==> src/rtl/toggle_cover_collector.sv <==
// Toggle coverage collector: records first hit of each cover point and streams
// the global index of every newly covered point, lowest index first.
//
// state   | meaning
// IDLE    | no event presented; waiting for a pending point
// PRESENT | out_index holds an event awaiting out_ready
module toggle_cover_collector #(
  parameter int WIDTH       = 65,
  parameter int COVER_INDEX = 0,
  parameter int COVER_TOTAL = 8940
) (
  input  logic                         gbl_clk,
  input  logic                         reset,
  input  logic                         clear,
  input  logic [WIDTH-1:0]             valid,
  output logic                         out_valid,
  input  logic                         out_ready,
  output logic [63:0]                  out_index,
  output logic [$clog2(WIDTH+1)-1:0]   covered_count,
  output logic                         all_covered
);

  localparam int CW = $clog2(WIDTH + 1);
  localparam int IW = (WIDTH > 1) ? $clog2(WIDTH) : 1;

  if (COVER_INDEX + WIDTH > COVER_TOTAL) begin : g_bad_params
    $error("toggle_cover_collector: COVER_INDEX + WIDTH exceeds COVER_TOTAL");
  end

  typedef enum logic {
    IDLE    = 1'b0,
    PRESENT = 1'b1
  } state_t;

  state_t            state_q, state_d;
  logic [WIDTH-1:0]  hit_q;
  logic [WIDTH-1:0]  pend_q;
  logic [WIDTH-1:0]  new_hits;
  logic [WIDTH-1:0]  lowest;
  logic [WIDTH-1:0]  taken;
  logic [IW-1:0]     sel_idx;
  logic [63:0]       out_index_q, out_index_d;
  logic [CW-1:0]     count_q, count_d;
  logic [CW-1:0]     add_cnt;
  logic [CW:0]       sum_w;
  logic              all_cov_q;

  always_comb begin
    new_hits = valid & ~hit_q;
    // isolate the lowest pending bit
    lowest   = pend_q & (~pend_q + WIDTH'(1));

    sel_idx = '0;
    for (int i = WIDTH - 1; i >= 0; i--) begin
      if (pend_q[i]) sel_idx = IW'(i);
    end

    add_cnt = '0;
    for (int i = 0; i < WIDTH; i++) begin
      add_cnt = add_cnt + CW'(new_hits[i]);
    end

    sum_w = {1'b0, count_q} + {1'b0, add_cnt};
    if (sum_w > (CW + 1)'(WIDTH)) begin
      count_d = CW'(WIDTH);
    end else begin
      count_d = sum_w[CW-1:0];
    end
  end

  always_comb begin
    state_d     = state_q;
    out_index_d = out_index_q;
    taken       = '0;
    case (state_q)
      IDLE: begin
        if (|pend_q) begin
          taken       = lowest;
          out_index_d = 64'(COVER_INDEX) + 64'(sel_idx);
          state_d     = PRESENT;
        end
      end
      PRESENT: begin
        if (out_ready) begin
          if (|pend_q) begin
            taken       = lowest;
            out_index_d = 64'(COVER_INDEX) + 64'(sel_idx);
          end else begin
            state_d = IDLE;
          end
        end
      end
      default: state_d = IDLE;
    endcase
  end

  // reset outranks clear; both discard the valid sampled in that cycle
  always_ff @(posedge gbl_clk) begin
    if (!reset || clear) begin
      state_q     <= IDLE;
      hit_q       <= '0;
      pend_q      <= '0;
      out_index_q <= '0;
      count_q     <= '0;
      all_cov_q   <= 1'b0;
    end else begin
      state_q     <= state_d;
      hit_q       <= hit_q | valid;
      pend_q      <= (pend_q & ~taken) | new_hits;
      out_index_q <= out_index_d;
      count_q     <= count_d;
      all_cov_q   <= &hit_q;
    end
  end

  assign out_valid     = (state_q == PRESENT);
  assign out_index     = out_index_q;
  assign covered_count = count_q;
  assign all_covered   = all_cov_q;

endmodule

==> config.mk <==
export PLATFORM = sky130hd
export DESIGN_NAME = toggle_cover_collector
export DESIGN_NICKNAME = d
export VERILOG_FILES = /design/src/rtl/toggle_cover_collector.sv
export SDC_FILE = /design/constraint.sdc
export NUM_CORES = 1
export LEC_CHECK = 0
export ABC_AREA = 1
export CORE_MARGIN = 2
export CORE_UTILIZATION = 50
export CTS_BUF_LIST = sky130_fd_sc_hd__clkbuf_8
export CTS_CLUSTER_SIZE = 24
export DETAILED_ROUTE_END_ITERATION = 8
export PLACE_DENSITY = 0.72
export SLEW_MARGIN = 0
export SYNTH_ARGS = -nofsm -noshare
export SYNTH_HDL_FRONTEND = slang
export SYNTH_SLANG_ARGS = --single-unit
==> constraint.sdc <==
create_clock -name gbl_clk -period 9.7 [get_ports gbl_clk]
set_input_delay 1.94 -clock gbl_clk [delete_from_list [all_inputs] [get_ports gbl_clk]]
set_output_delay 1.94 -clock gbl_clk [all_outputs]
set_load 0.01 [all_outputs]
==> impl_metrics.py <==
metrics = {
    "finish": {
        "nNetsFinal": 1469,
        "area_growth_pct": 14.4,
        "drive_gt1_share_pct": 3.76,
        "most-common-layout-cells": "nor2_1 (268), inv_1 (259), nand2_1 (146), dfxtp_1 (146), a21oi_1 (89)",
        "final_common_cell": "nor2_1",
        "fillers": 1632,
        "num_antenna_cells": 0,
        "finalNonFillerCells": 1556,
    },
    "setup_path": {
        "critPathMaxFanout": 4,
        "worst_r2r_endpoint": "covered_count[4]$_SDFF_PP0_",
        "max_stage_delay_ps": 600,
        "start_kind": "input pin",
        "critPathMostFrequentCell": "fa_1",
        "cp.arrival_ps": 8750,
        "path_class": "in -> reg",
        "r2r-start": "hit_q[30]$_SDFF_PP0_",
        "cp.required_ps": 10100,
        "crit_path_top_delay_cell": "fa_1",
        "path_buf_inv": 6,
        "r2r_slack_ps": 2990,
        "endpoint": "covered_count[4]$_SDFF_PP0_",
        "r2r_cells": 24,
        "cp.depth": 26,
        "crit_family": "adder cells",
        "critPathLaunch": "valid[30]",
        "endpoint_kind": "register",
    },
    "placed_design": {
        "io_buffers": 84,
        "dp_cells": 1524,
        "dp_hpwl_um": 18600,
        "gp_congestion": 1.02,
    },
    "pwr": {
        "p_sw_mw": 2.18,
        "ir_drop_v": 0.00100,
        "power_frac_seq_pct": 15.6,
        "pwr_density_cell_nw_per_um2": 431,
        "power_mw": 4.33,
        "p_int_mw": 2.15,
        "leakage_nw": 4.98,
        "combPwrFrac_pct": 72.9,
        "swShare_pct": 50.4,
        "clock_power_share_pct": 11.4,
    },
    "clock_tree": {
        "cts_hold_buf": 0,
        "root_buffer": "clkbuf_8",
        "clkLatencyLatePin_ps": 460,
        "clkTransAtPathRegs_ps": 90,
        "cts-buffers-inserted": 17,
        "cts_sinks": 146,
        "clock_path_buffers": 2,
        "cts_resized": 0,
        "cts_setup_buffers": 0,
        "cts_tree": "built",
        "htreeDepth": 4,
    },
    "detailed_routing": {
        "via_count": 7568,
        "drt_iter0_drc": 680,
        "highest_layer": "met4",
        "met3RoutedLength_um": 1640,
        "vias_per_cell": 4.86,
        "drc": 0,
        "first_pass_iters": 7,
        "drt_wl_total_um": 22800,
        "drt-met1-wl_um": 10200,
        "wire_per_inst_um": 14.7,
        "wl_met2_um": 10400,
        "ant_nets": 0,
    },
    "floorplan": {
        "die_height_um": 136,
        "start_util_pct": 50.9,
        "row_count": 48,
        "io_pins": 142,
        "core-area_um2": 17200,
        "dieArea_um2": 18600,
        "die_x_um": 136,
    },
    "synthesis": {
        "ys_seq_area_share_pct": 33.3,
        "ys_warn_count": 0,
        "ys.flop_type": "dfxtp_1",
        "async_reset_ff_share_pct": 0,
        "synth_cells": 1230,
        "synth.distinct_cells": 31,
        "syn_area_um2": 8770,
        "ys_seq_elements": 146,
        "synth-edff-count": 0,
        "synth_area_per_cell_um2": 7.13,
    },
    "timing": {
        "fin_skew_ps": 15.0,
        "rsz0062_at_grt": "false",
        "fin_tns_setup_ps": 0,
        "post-route-min-period_ps": 8350,
        "holdWs_ps": 470,
        "hold_viol_final": 0,
        "min_period_over_period_pct": 86.1,
        "worst_pin_slew_ps": 934,
        "setup_violations": 0,
        "max_slew_margin_pct": 37.7,
        "fmaxAchievable_mhz": 120,
        "drv_slew": 0,
    },
    "global_route": {
        "grt_overflow_total": 0,
        "antenna_found_initial": 0,
        "grt_usage_pct": 25.8,
        "grt_max_degree": 87,
        "grt_first_pass_wirelength_um": 36000,
        "first_global_vias": 6999,
    },
    "worst_hold_path": {
        "hold_depth": 2,
        "hp-class": "reg -> reg",
    },
    "flow_run": {
        "drv_cap": 0,
    },
    "status": {
        "outcome": "complete, no violations",
    },
}
## synth_stat cells (2+ instances only)
| library cell | n | area share (%) |
|---|---|---|
| o21ai_0 | 37 | 2.1 |
| o21a_1 | 4 | 0.34 |
| nand2_1 | 146 | 6.2 |
| inv_1 | 259 | 11 |
| nand3b_1 | 3 | 0.26 |
| nor2_1 | 268 | 11 |
| inv_2 | 14 | 0.60 |
| fa_1 | 58 | 13 |
| nand3_1 | 27 | 1.5 |
| o41ai_1 | 2 | 0.20 |
| ha_1 | 24 | 3.4 |
| nor3_1 | 26 | 1.5 |
| clkbuf_1 | 16 | 0.68 |
| a21boi_0 | 2 | 0.17 |
| buf_4 | 57 | 4.9 |
| o21bai_1 | 2 | 0.17 |
| a21oi_1 | 89 | 5.1 |
| o31ai_1 | 2 | 0.17 |
| dfxtp_1 | 146 | 33 |
| clkinv_1 | 2 | 0.086 |
| nor4_1 | 10 | 0.71 |
| xor2_1 | 5 | 0.50 |
| nand4_1 | 23 | 1.6 |
## flip-flops by register name, indices dropped and copies added, names as in the netlist
register and cells:
hit_q 65, pend_q 65, covered_count 7, out_index 7, all_covered 1, out_valid 1
## per-stage QoR
stage                     utilization (%)  setup slack, ps  cell area, um^2
after floorplan                         -             1760             8980
after global placement               55.9             1010             9630
after detailed placement             55.9              905             9630
after CTS                            58.2             1370            10000
after global routing                 58.2             1030            10000
final                                58.2             1350            10000
## power groups by stage
stage | Sequential (mW) | Clock, mW | Combinational, mW
after floorplan | 0.686 | 0 | 2.49
after global placement | 0.688 | 0 | 3.03
after detailed placement | 0.689 | 0 | 3.10
after CTS | 0.675 | 0.500 | 3.17
after global routing | 0.680 | 0.525 | 3.64
final | 0.675 | 0.495 | 3.16
## worst register-to-register path: stages (launching register included)
cell and delay, ps:
dfxtp_1 330, nor2_1 270, fa_1 470, inv_1 90, fa_1 460, fa_1 600, inv_1 70, fa_1 500
inv_1 50, fa_1 460, fa_1 530, fa_1 520, fa_1 550, inv_1 40, ha_1 230, fa_1 410
nand3_1 120, nand2_1 60, nand2_1 70, nand2_1 50, a21oi_1 140, xor2_1 200, o21a_1 190, nand2_1 110
nor2_1 120
## layer usage
metal | track usage, % | vias to the layer above
li1 | - | 3802
met1 | 35.9 | 3473
met2 | 40.1 | 258
met3 | 5.70 | 35
met4 | 8.45 | 0
met5 | 0 | -
## cell families after synthesis
logic type | synth area share [%]
other | 0.0427
and+or+nand+nor | 23.6
AOI/OAI and AO/OA | 8.50
xor gates and xnor gates | 0.499
buffers and inverters | 17.3
adders and majority gates | 16.7
DFF | 33.3
## cell type report
class	count	area [um^2]	area share (%)
inverter	275	1030	10.3
tap	225	282	2.80
multi-input combinational	792	4540	45.2
clock inverter	14	156	1.56
timing repair buffer	86	856	8.53
clock buffer	18	248	2.47
sequential	146	2920	29.1
## worst min-delay path by stage
stage / startpoint / end
after detailed placement: out_index[4]$_SDFFE_PP0P_ / out_index[4]$_SDFFE_PP0P_
final: out_index[4]$_SDFFE_PP0P_ / out_index[4]$_SDFFE_PP0P_
after global placement: hit_q[45]$_SDFF_PP0_ / hit_q[45]$_SDFF_PP0_
after floorplan: hit_q[22]$_SDFF_PP0_ / all_covered$_SDFF_PP0_
after CTS: out_index[4]$_SDFFE_PP0P_ / out_index[4]$_SDFFE_PP0P_
after global routing: out_index[1]$_SDFFE_PP0P_ / out_index[1]$_SDFFE_PP0P_
(Power assumes the default switching activity.)
